$ cat src/rtl/ca_pkg.sv
// Shared constants, types and helpers for the cellular-automaton frame-buffer writer.
// Cell c of a row is held in bit c of row_t; in the frame buffer it sits in
// word c/16, bit 15-(c%16), so cell 0 is the MSB of word 0.
package ca_pkg;

  localparam int ROW_CELLS     = 512;
  localparam int WORD_W        = 16;
  localparam int WORDS_PER_ROW = 32;
  localparam int BUF_ROWS      = 256;
  localparam int ADDR_W        = 13;

  // One generation: bit c is cell c.
  typedef logic [ROW_CELLS-1:0] row_t;

  typedef enum logic [2:0] {
    IDLE,
    CLEAR,
    WRITE_ROW,
    COMPUTE,
    WAIT_FRAME,
    DONE
  } state_t;

  // Pack the 16 cells of word w into buffer order (lowest cell in the MSB).
  function automatic logic [WORD_W-1:0] row_word(input row_t row, input logic [4:0] w);
    logic [WORD_W-1:0] word;
    word = '0;
    for (int k = 0; k < WORD_W; k++) begin
      word[WORD_W-1-k] = row[{w, 4'(k)}];
    end
    return word;
  endfunction

endpackage

$ cat src/rtl/ca_rule_next.sv
// Combinational next generation of a 512-cell elementary cellular automaton.
// next[i] = rule[{cell[i-1], cell[i], cell[i+1]}].
// Optional macro CA_WRAP_EN: when defined the row is a ring (cell -1 is cell 511,
// cell 512 is cell 0); when undefined both edge neighbours read as 0.
module ca_rule_next
  import ca_pkg::*;
(
  input  logic [7:0]           rule,
  input  logic [ROW_CELLS-1:0] row,
  output logic [ROW_CELLS-1:0] next_row
);

  logic left_edge;   // neighbour to the left of cell 0
  logic right_edge;  // neighbour to the right of cell 511

`ifdef CA_WRAP_EN
  assign left_edge  = row[ROW_CELLS-1];
  assign right_edge = row[0];
`else
  assign left_edge  = 1'b0;
  assign right_edge = 1'b0;
`endif

  // ext[i+1] is cell i; ext[0] and ext[ROW_CELLS+1] are the edge neighbours.
  logic [ROW_CELLS+1:0] ext;
  assign ext = {right_edge, row, left_edge};

  // Each cell looks up its 3-cell neighbourhood in the rule byte.
  generate
    for (genvar gi = 0; gi < ROW_CELLS; gi++) begin : g_cell
      assign next_row[gi] = rule[{ext[gi], ext[gi+1], ext[gi+2]}];
    end
  endgenerate

endmodule

$ cat src/rtl/ca_gen_scheduler.sv
// Generation scheduler: clears the 512x256 one-bit frame buffer, seeds a single
// live cell, then writes one automaton generation per buffer row, pacing
// generations to frame_start and only touching the buffer while video_on is low.
// Optional macro CA_WRAP_EN (used by ca_rule_next) selects a toroidal row.
module ca_gen_scheduler
  import ca_pkg::*;
#(
  parameter int GENS_PER_FRAME = 1,
  parameter int SCROLL         = 1
) (
  input  logic        clk,
  input  logic        reset,
  input  logic        start,
  input  logic [7:0]  rule,
  input  logic [8:0]  seed_pos,
  input  logic        frame_start,
  input  logic        video_on,
  output logic        mem_we,
  output logic [12:0] mem_addr,
  output logic [15:0] mem_wdata,
  output logic [7:0]  row_offset,
  output logic        busy,
  output logic        done
);

  localparam logic [15:0] GENS_LIM = 16'(GENS_PER_FRAME);

  state_t      state_reg,      state_next;
  logic [7:0]  rule_reg,       rule_next;
  row_t        row_reg,        row_next;
  logic [7:0]  wr_row_reg,     wr_row_next;
  logic [4:0]  word_reg,       word_next;
  logic [12:0] clr_addr_reg,   clr_addr_next;
  logic [15:0] gen_cnt_reg,    gen_cnt_next;
  logic        wrapped_reg,    wrapped_next;
  logic [7:0]  row_offset_reg, row_offset_next;

  row_t next_row;

  ca_rule_next u_rule_next (
    .rule     (rule_reg),
    .row      (row_reg),
    .next_row (next_row)
  );

  // State and datapath registers; reset returns everything to an idle, empty run.
  always_ff @(posedge clk) begin
    if (reset) begin
      state_reg      <= IDLE;
      rule_reg       <= '0;
      row_reg        <= '0;
      wr_row_reg     <= '0;
      word_reg       <= '0;
      clr_addr_reg   <= '0;
      gen_cnt_reg    <= '0;
      wrapped_reg    <= 1'b0;
      row_offset_reg <= '0;
    end else begin
      state_reg      <= state_next;
      rule_reg       <= rule_next;
      row_reg        <= row_next;
      wr_row_reg     <= wr_row_next;
      word_reg       <= word_next;
      clr_addr_reg   <= clr_addr_next;
      gen_cnt_reg    <= gen_cnt_next;
      wrapped_reg    <= wrapped_next;
      row_offset_reg <= row_offset_next;
    end
  end

  // Next-state logic and buffer port; writes only happen while video_on is low,
  // and a stalled write keeps its address and data because the counters hold.
  always_comb begin
    state_next      = state_reg;
    rule_next       = rule_reg;
    row_next        = row_reg;
    wr_row_next     = wr_row_reg;
    word_next       = word_reg;
    clr_addr_next   = clr_addr_reg;
    gen_cnt_next    = gen_cnt_reg;
    wrapped_next    = wrapped_reg;
    row_offset_next = row_offset_reg;
    mem_we          = 1'b0;
    mem_addr        = '0;
    mem_wdata       = '0;

    if (start) begin
      // A start always restarts the run; any partly written row is wiped by CLEAR.
      state_next           = CLEAR;
      rule_next            = rule;
      row_next             = '0;
      row_next[seed_pos]   = 1'b1;
      wr_row_next          = '0;
      word_next            = '0;
      clr_addr_next        = '0;
      gen_cnt_next         = '0;
      wrapped_next         = 1'b0;
      row_offset_next      = '0;
    end else begin
      case (state_reg)
        CLEAR: begin
          mem_we   = ~video_on;
          mem_addr = clr_addr_reg;
          if (!video_on) begin
            clr_addr_next = clr_addr_reg + 13'd1;
            if (clr_addr_reg == 13'h1FFF) begin
              state_next = WRITE_ROW;
              word_next  = '0;
            end
          end
        end

        WRITE_ROW: begin
          mem_we    = ~video_on;
          mem_addr  = {wr_row_reg, word_reg};
          mem_wdata = row_word(row_reg, word_reg);
          if (!video_on) begin
            word_next = word_reg + 5'd1;
            if (word_reg == 5'd31) begin
              // The seed row counts as the first generation of frame 0.
              gen_cnt_next = gen_cnt_reg + 16'd1;
              if ((gen_cnt_reg + 16'd1) < GENS_LIM) begin
                state_next = COMPUTE;
              end else begin
                state_next = WAIT_FRAME;
              end
            end
          end
        end

        COMPUTE: begin
          if (SCROLL == 0 && wr_row_reg == 8'hFF) begin
            state_next = DONE;
          end else begin
            row_next    = next_row;
            wr_row_next = wr_row_reg + 8'd1;
            word_next   = '0;
            state_next  = WRITE_ROW;
            // After the first wrap the oldest row is the one just past the new write row.
            if (SCROLL != 0 && (wrapped_reg || wr_row_reg == 8'hFF)) begin
              wrapped_next    = 1'b1;
              row_offset_next = wr_row_reg + 8'd2;
            end
          end
        end

        WAIT_FRAME: begin
          if (frame_start) begin
            gen_cnt_next = '0;
            state_next   = COMPUTE;
          end
        end

        IDLE, DONE: begin
        end

        default: begin
          state_next = IDLE;
        end
      endcase
    end
  end

  assign row_offset = row_offset_reg;
  assign busy       = (state_reg != IDLE) && (state_reg != DONE);
  assign done       = (state_reg == DONE);

endmodule

$ cat config.mk
export PLATFORM = sky130hd
export DESIGN_NAME = ca_gen_scheduler
export DESIGN_NICKNAME = d
export VERILOG_FILES = /design/src/rtl/ca_pkg.sv /design/src/rtl/ca_rule_next.sv /design/src/rtl/ca_gen_scheduler.sv
export SDC_FILE = /design/constraint.sdc
export NUM_CORES = 2
export LEC_CHECK = 0
export ABC_CLOCK_PERIOD_IN_PS = 6900
export BUFFER_PORTS_ARGS = -buffer_cell sky130_fd_sc_hd__buf_2
export CELL_PAD_IN_SITES_DETAIL_PLACEMENT = 0
export CELL_PAD_IN_SITES_GLOBAL_PLACEMENT = 1
export CORE_UTILIZATION = 57
export DETAILED_ROUTE_END_ITERATION = 10
export HOLD_SLACK_MARGIN = 0.15
export PLACE_DENSITY_LB_ADDON = 0.1
export SLEW_MARGIN = 5
export SYNTH_ARGS = -nofsm -noshare
export SYNTH_HDL_FRONTEND = slang
export SYNTH_SLANG_ARGS = --single-unit
export TNS_END_PERCENT = 5
$ cat constraint.sdc
create_clock -name clk -period 6.9 [get_ports clk]
set_input_delay 1.38 -clock clk [delete_from_list [all_inputs] [get_ports clk]]
set_output_delay 1.38 -clock clk [all_outputs]
set_load 0.05 [all_outputs]
# After elaboration in Yosys (flattened, before gate mapping)
# Cells that the tools add are included.
[word_totals]
wordCells = 1667
output_inout_bits = 40
input_bits = 22
ff_bits = 574
[op_classes]
n_reduce_logical = 17
add_sub_neg = 5
eq_ne = 20
n_lt_le_gt_ge = 531
n_bitwise = 2
muxes = 1082
[ops]
columns = ["op", "count"]
rows = [
  ["3-bit by 4-bit < comparator with 1-bit output, second input constant", 511],
  ["1-bit binary-select mux with 3-bit select", 510],
  ["512-bit 2-to-1 mux", 2],
  ["1-bit 2-to-1 mux", 532],
  ["9-bit by 10-bit < comparator with 1-bit output, second input constant", 17],
  ["1-bit binary-select mux with 5-bit select", 16],
  ["16-bit 2-to-1 mux", 5],
  ["16-bit case mux with 2 select lines", 1],
  ["13-bit case mux with 2 select lines", 1],
  ["3-bit 2-to-1 mux", 6],
  ["3-bit inequality test, second input constant", 6],
  ["16-bit by 1-bit adder with 16-bit output, second input constant", 1],
  ["16-bit by 1-bit < comparator with 1-bit output, second input constant", 1],
  ["5-bit 2-to-1 mux", 3],
  ["3-bit case mux with 5 select lines", 1],
  ["5-bit case mux with 3 select lines", 1],
  ["13-bit by 1-bit adder with 13-bit output, second input constant", 1],
  ["13-bit == test, second input constant", 1],
  ["13-bit 2-to-1 mux", 1],
  ["2-bit inequality test, second input constant", 6],
  ["6-bit AND reduction", 2],
  ["1-bit demux with 9-bit select", 1],
  ["9-bit by 1-bit >= comparator with 1-bit output, second input constant", 1],
  ["8-bit by 1-bit adder with 8-bit output, second input constant", 1],
  ["18 further kinds", 29],
]

# Longest topological paths before layout
[depth]
ltp_word = 7
ltp_mapped = 11
ltp_nobuf = 9

# Modules after synthesis
# Synthesis repeated with hierarchy kept, for this count alone.
[unflattened]
hier_cells = 5156
area_unflattened_um2 = 59015.4
[by_module_without_submodules]
columns = ["mod", "seq_area_each_um2", "cells_per_inst", "instances", "area_each_um2"]
rows = [
  ["ca_rule_next", 0.0, 2090, 1, 30925.9],
  ["ca_gen_scheduler", 11491.0, 3066, 1, 28089.4],
]

# Least setup slack after synthesis
# Ideal clock, no wire load.
[synth_path]
path_type = "input -> output"
start = "input start"
end = "output mem_we"
stages = 5
n_path_buf = 2
path_slack_ns = 2.439
arrival_ns = 3.081
required_ns = 5.520
cell_sequence = "clkbuf_1 nor4_1 clkbuf_1 nor2_1 nor2_1"
[synth_between]
elab_chain_len = 1
[synth_rtl]
columns = ["item", "line_no", "source"]
rows = [
  ["start, declared", "ca_gen_scheduler.sv:13", "input logic start,"],
  ["1-bit 2-to-1 mux", "ca_gen_scheduler.sv:87", "if (start) begin"],
  ["end, declared", "ca_gen_scheduler.sv:18", "output logic mem_we,"],
]
# No other way between the ends.

# Worst setup path in the final report
[layout_path]
start = "register word_reg[0]"
end = "output mem_wdata[0]"
[layout_between]
elab_chain_len = 4
[layout_rtl]
columns = ["item", "line_no", "source"]
rows = [
  ["start, declared", "ca_gen_scheduler.sv:32", "logic [4:0] word_reg, word_next;"],
  ["start signal, assigned", "ca_gen_scheduler.sv:63", "word_reg <= word_next;"],
  ["1-bit binary-select mux with 5-bit select", "ca_pkg.sv:29", "word[WORD_W-1-k] = row[{w, 4'(k)}];"],
  ["1-bit 2-to-1 mux (implied by the code)", "ca_pkg.sv:29", ""],
  ["16-bit 2-to-1 mux", "ca_gen_scheduler.sv:100", "case (state_reg)"],
  ["16-bit 2-to-1 mux", "ca_gen_scheduler.sv:87", ""],
  ["end, declared", "ca_gen_scheduler.sv:20", "output logic [15:0] mem_wdata,"],
]
# No other way between the ends. The select of a mux whose other input is x is not followed.

==> flow_summary.yaml <==
timing:
  rsz0062_at_grt: "no"
  finalSetupTns_ps: 0
  clock_skew_ps: 30.4
  fin_crit_ps: 5430
  worstMarginPinSlew_ps: 1340
  final-setup-viol-count: 0
  max_slew_margin_pct: 11.0
  hold_viol_final: 0
  setup_ws_ps: 1470
  finalMaxSlewViolations: 0
  max_freq_mhz: 184
  fin_crit_sh_pct: 78.7
route:
  ant_nets: 0
  via_count: 48000
  dr.pass1.iters: 6
  drtIter0Drc: 8442
  wl_per_cell_um: 34.7
  via_per_inst: 8.29
  finalWirelength_mm: 201
  route.detailed.drc: 0
pwr:
  vdd_drop_max_uv: 150
  p_leak_nw: 14.7
  internal-power_mw: 6.15
  p_comb_share_pct: 14.1
  swShare_pct: 28.5
  p_switching_mw: 2.45
  power_frac_clock_pct: 46.5
  p_per_area_nw_per_um2: 153
  finalPower_mw: 8.60
  p_seq_share_pct: 39.4
synth:
  synthFlopType: "dfxtp_1"
  async_flop_share_pct: 0
  synth_area_leader_cell: "mux4_2"
  synth_edf_count: 0
  netlist_instances: 5529
  ys_ff_latch: 574
  synth.distinct_cells: 56
  synthesis.nets: 5558
  synth.top_cell.area_share_pct: 47.2
  avgSynthCellArea_um2: 10.2
  synth_area_um2: 56300
  synth_area_leaders: "mux4_2 (47%), dfxtp_1 (20%), clkbuf_1 (6.2%), o22ai_1 (5.6%), o21ai_0 (4.7%)"
  yosys_warnings: 0
  ys_seq_area_share_pct: 20.4
finish:
  area_growth_pct: -0.227
  regArea_um2: 11500
  drive_above_1_share_pct: 32.5
  final_cell_mix: "mux4_2 (1181), nand2_1 (586), dfxtp_1 (562), o21ai_0 (533), a21oi_1 (528)"
  largest_register_ffs: 512
  multi_input_area_um2: 39500
  nNetsFinal: 4486
  fillers: 7962
  final_common_cell: "mux4_2"
  final_cells: 5791
placement:
  dpl_worst_slack_ps: 2230
  hpwl_mm: 111
  place.gp.congestion: 0.882
  port_buffers: 61
  place_inst: 5657
die:
  die_width_um: 316
  initial_core_util_pct: 57.9
  die_h_um: 316
  num_rows: 114
  ios: 62
  die_area_um2: 100000
  placeableCoreArea_um2: 97300
critical_path:
  crit_required_ps: 5520
  worstPathMaxFanout: 41
  cp_slowest_stage_delay_ps: 980
  cp_num_buf_inv: 2
  end_kind: "primary output"
  cp_slowest_cell: "dfxtp_4"
  worstReg2RegStart: "state_reg[0]"
  crit_arrival_ps: 4050
  criticalPathCategory: "flip-flop to primary output"
  r2r_cells: 7
  startpoint_type: "flip-flop"
  r2r_setup_slack_ps: 3550
  crit_family: "multiplexers"
  cp_cell_sequence: "buf_4 -> mux4_2 -> mux4_2 -> mux2i_1 -> nor2_1 -> buf_2"
  rr_endpoint: "row_reg[250]"
  cpMostUsedCell: "mux4_2"
grt:
  grt_overflow: 0
  grt_first_pass_wirelength_mm: 302
  grt_pass1_vias: 43900
  antenna_found_initial: 8
  grt_max_degree: 236
  grt_usage_pct: 39.8
worst_hold_path:
  min_to: "wrapped_reg"
  hold_start: "wrapped_reg"
  min_path_type: "flip-flop to flip-flop"
  min_path_cells: 2
cts:
  clk_pin_slew_ps: 50
  postCtsHoldBufs: 0
  h-tree-depth: 3
  clock-root-buffer: "clkbuf_16"
  clockBufferDepth: 3
  clock_latency_ps: 670
  post_cts_buffers: 0
  cts_tree: "built"
  clock_sinks: 574
  cts-resized-gates: 0
  cts_inserted_buffers: 74
status:
  status: "complete, no violations"
flow_run:
  maxCapViolCount: 0
[Yosys cell counts, types with 11 or more instances]
cell type / number
a21oi_1: 528
a22o_1: 14
and3_1: 11
buf_1: 60
buf_2: 182
buf_4: 75
clkbuf_1: 927
clkbuf_2: 34
dfxtp_1: 574
mux2i_1: 29
mux4_2: 1181
nand2_1: 600
nand3_1: 20
nand4_1: 14
nor2_1: 92
nor3_1: 15
o21ai_0: 533
o22ai_1: 505
xnor2_1: 13
xor2_1: 19
[worst min-delay path, delay by kind of cell, from the launching register on]
family	cells	cell delay, ps
flops	1	330
compound gates	1	40
simple gates	1	80
[worst max path at each step]
| stage | start | end | slack (ps) | depth (start not counted) |
|---|---|---|---|---|
| floorplan | start | mem_we | 2440 | 5 |
| global placement | word_reg[0] | mem_wdata[4] | 2250 | 7 |
| detailed placement | word_reg[0] | mem_wdata[6] | 2230 | 7 |
| CTS | word_reg[0] | mem_wdata[6] | 1520 | 7 |
| global route | word_reg[0] | mem_wdata[5] | 1300 | 7 |
| finish | word_reg[0] | mem_wdata[0] | 1470 | 6 |
[cells by family after synthesis]
group	after synthesis	synth area share, %
simple gates	801	5.81
buf+inv	1290	9.69
compound gates	1614	15.7
flops	574	20.4
xor+xnor	32	0.497
fa+ha+maj	7	0.155
mux	1211	47.7
[stage by stage]
step | hold slack [ps] | utilization (%) | area [um^2]
6_report | 485 | 57.8 | 56200
5_1_grt | 516 | 57.8 | 56200
4_1_cts | 479 | 57.8 | 56200
3_5_place_dp | 469 | 55.3 | 53800
3_3_place_gp | 449 | 55.3 | 53800
2_1_floorplan | 438 | - | 56300
[final cells by class]
type	count	area share, %
multi-input cells	3665	70.2
flip-flops and latches	574	20.5
clock buffers	119	4.07
well taps	1276	2.84
repair buffers	139	2.21
clock inverters	13	0.167
inverters	3	0.0200
diodes	2	0.00890
[power by group through the flow]
stage	combinational, mW	sequential, mW	clock, mW
5_1_grt	1.26	3.39	4.16
4_1_cts	1.17	3.39	4.02
2_1_floorplan	0.943	3.40	0
3_3_place_gp	1.17	3.46	0
6_report	1.21	3.39	4.00
3_5_place_dp	1.17	3.46	0
[routing by layer]
| layer | wire (um) | GRT usage, % | share of wire, % | vias to the layer above |
|---|---|---|---|---|
| li1 | - | - | - | 19200 |
| met1 | 74500 | 58.8 | 37 | 24400 |
| met2 | 88300 | 55.1 | 44 | 3919 |
| met3 | 31100 | 12.6 | 15 | 398 |
| met4 | 7060 | 14.1 | 3.5 | 12 |
| met5 | 125 | 0.379 | 0.062 | - |
(Power assumes the default switching activity.)
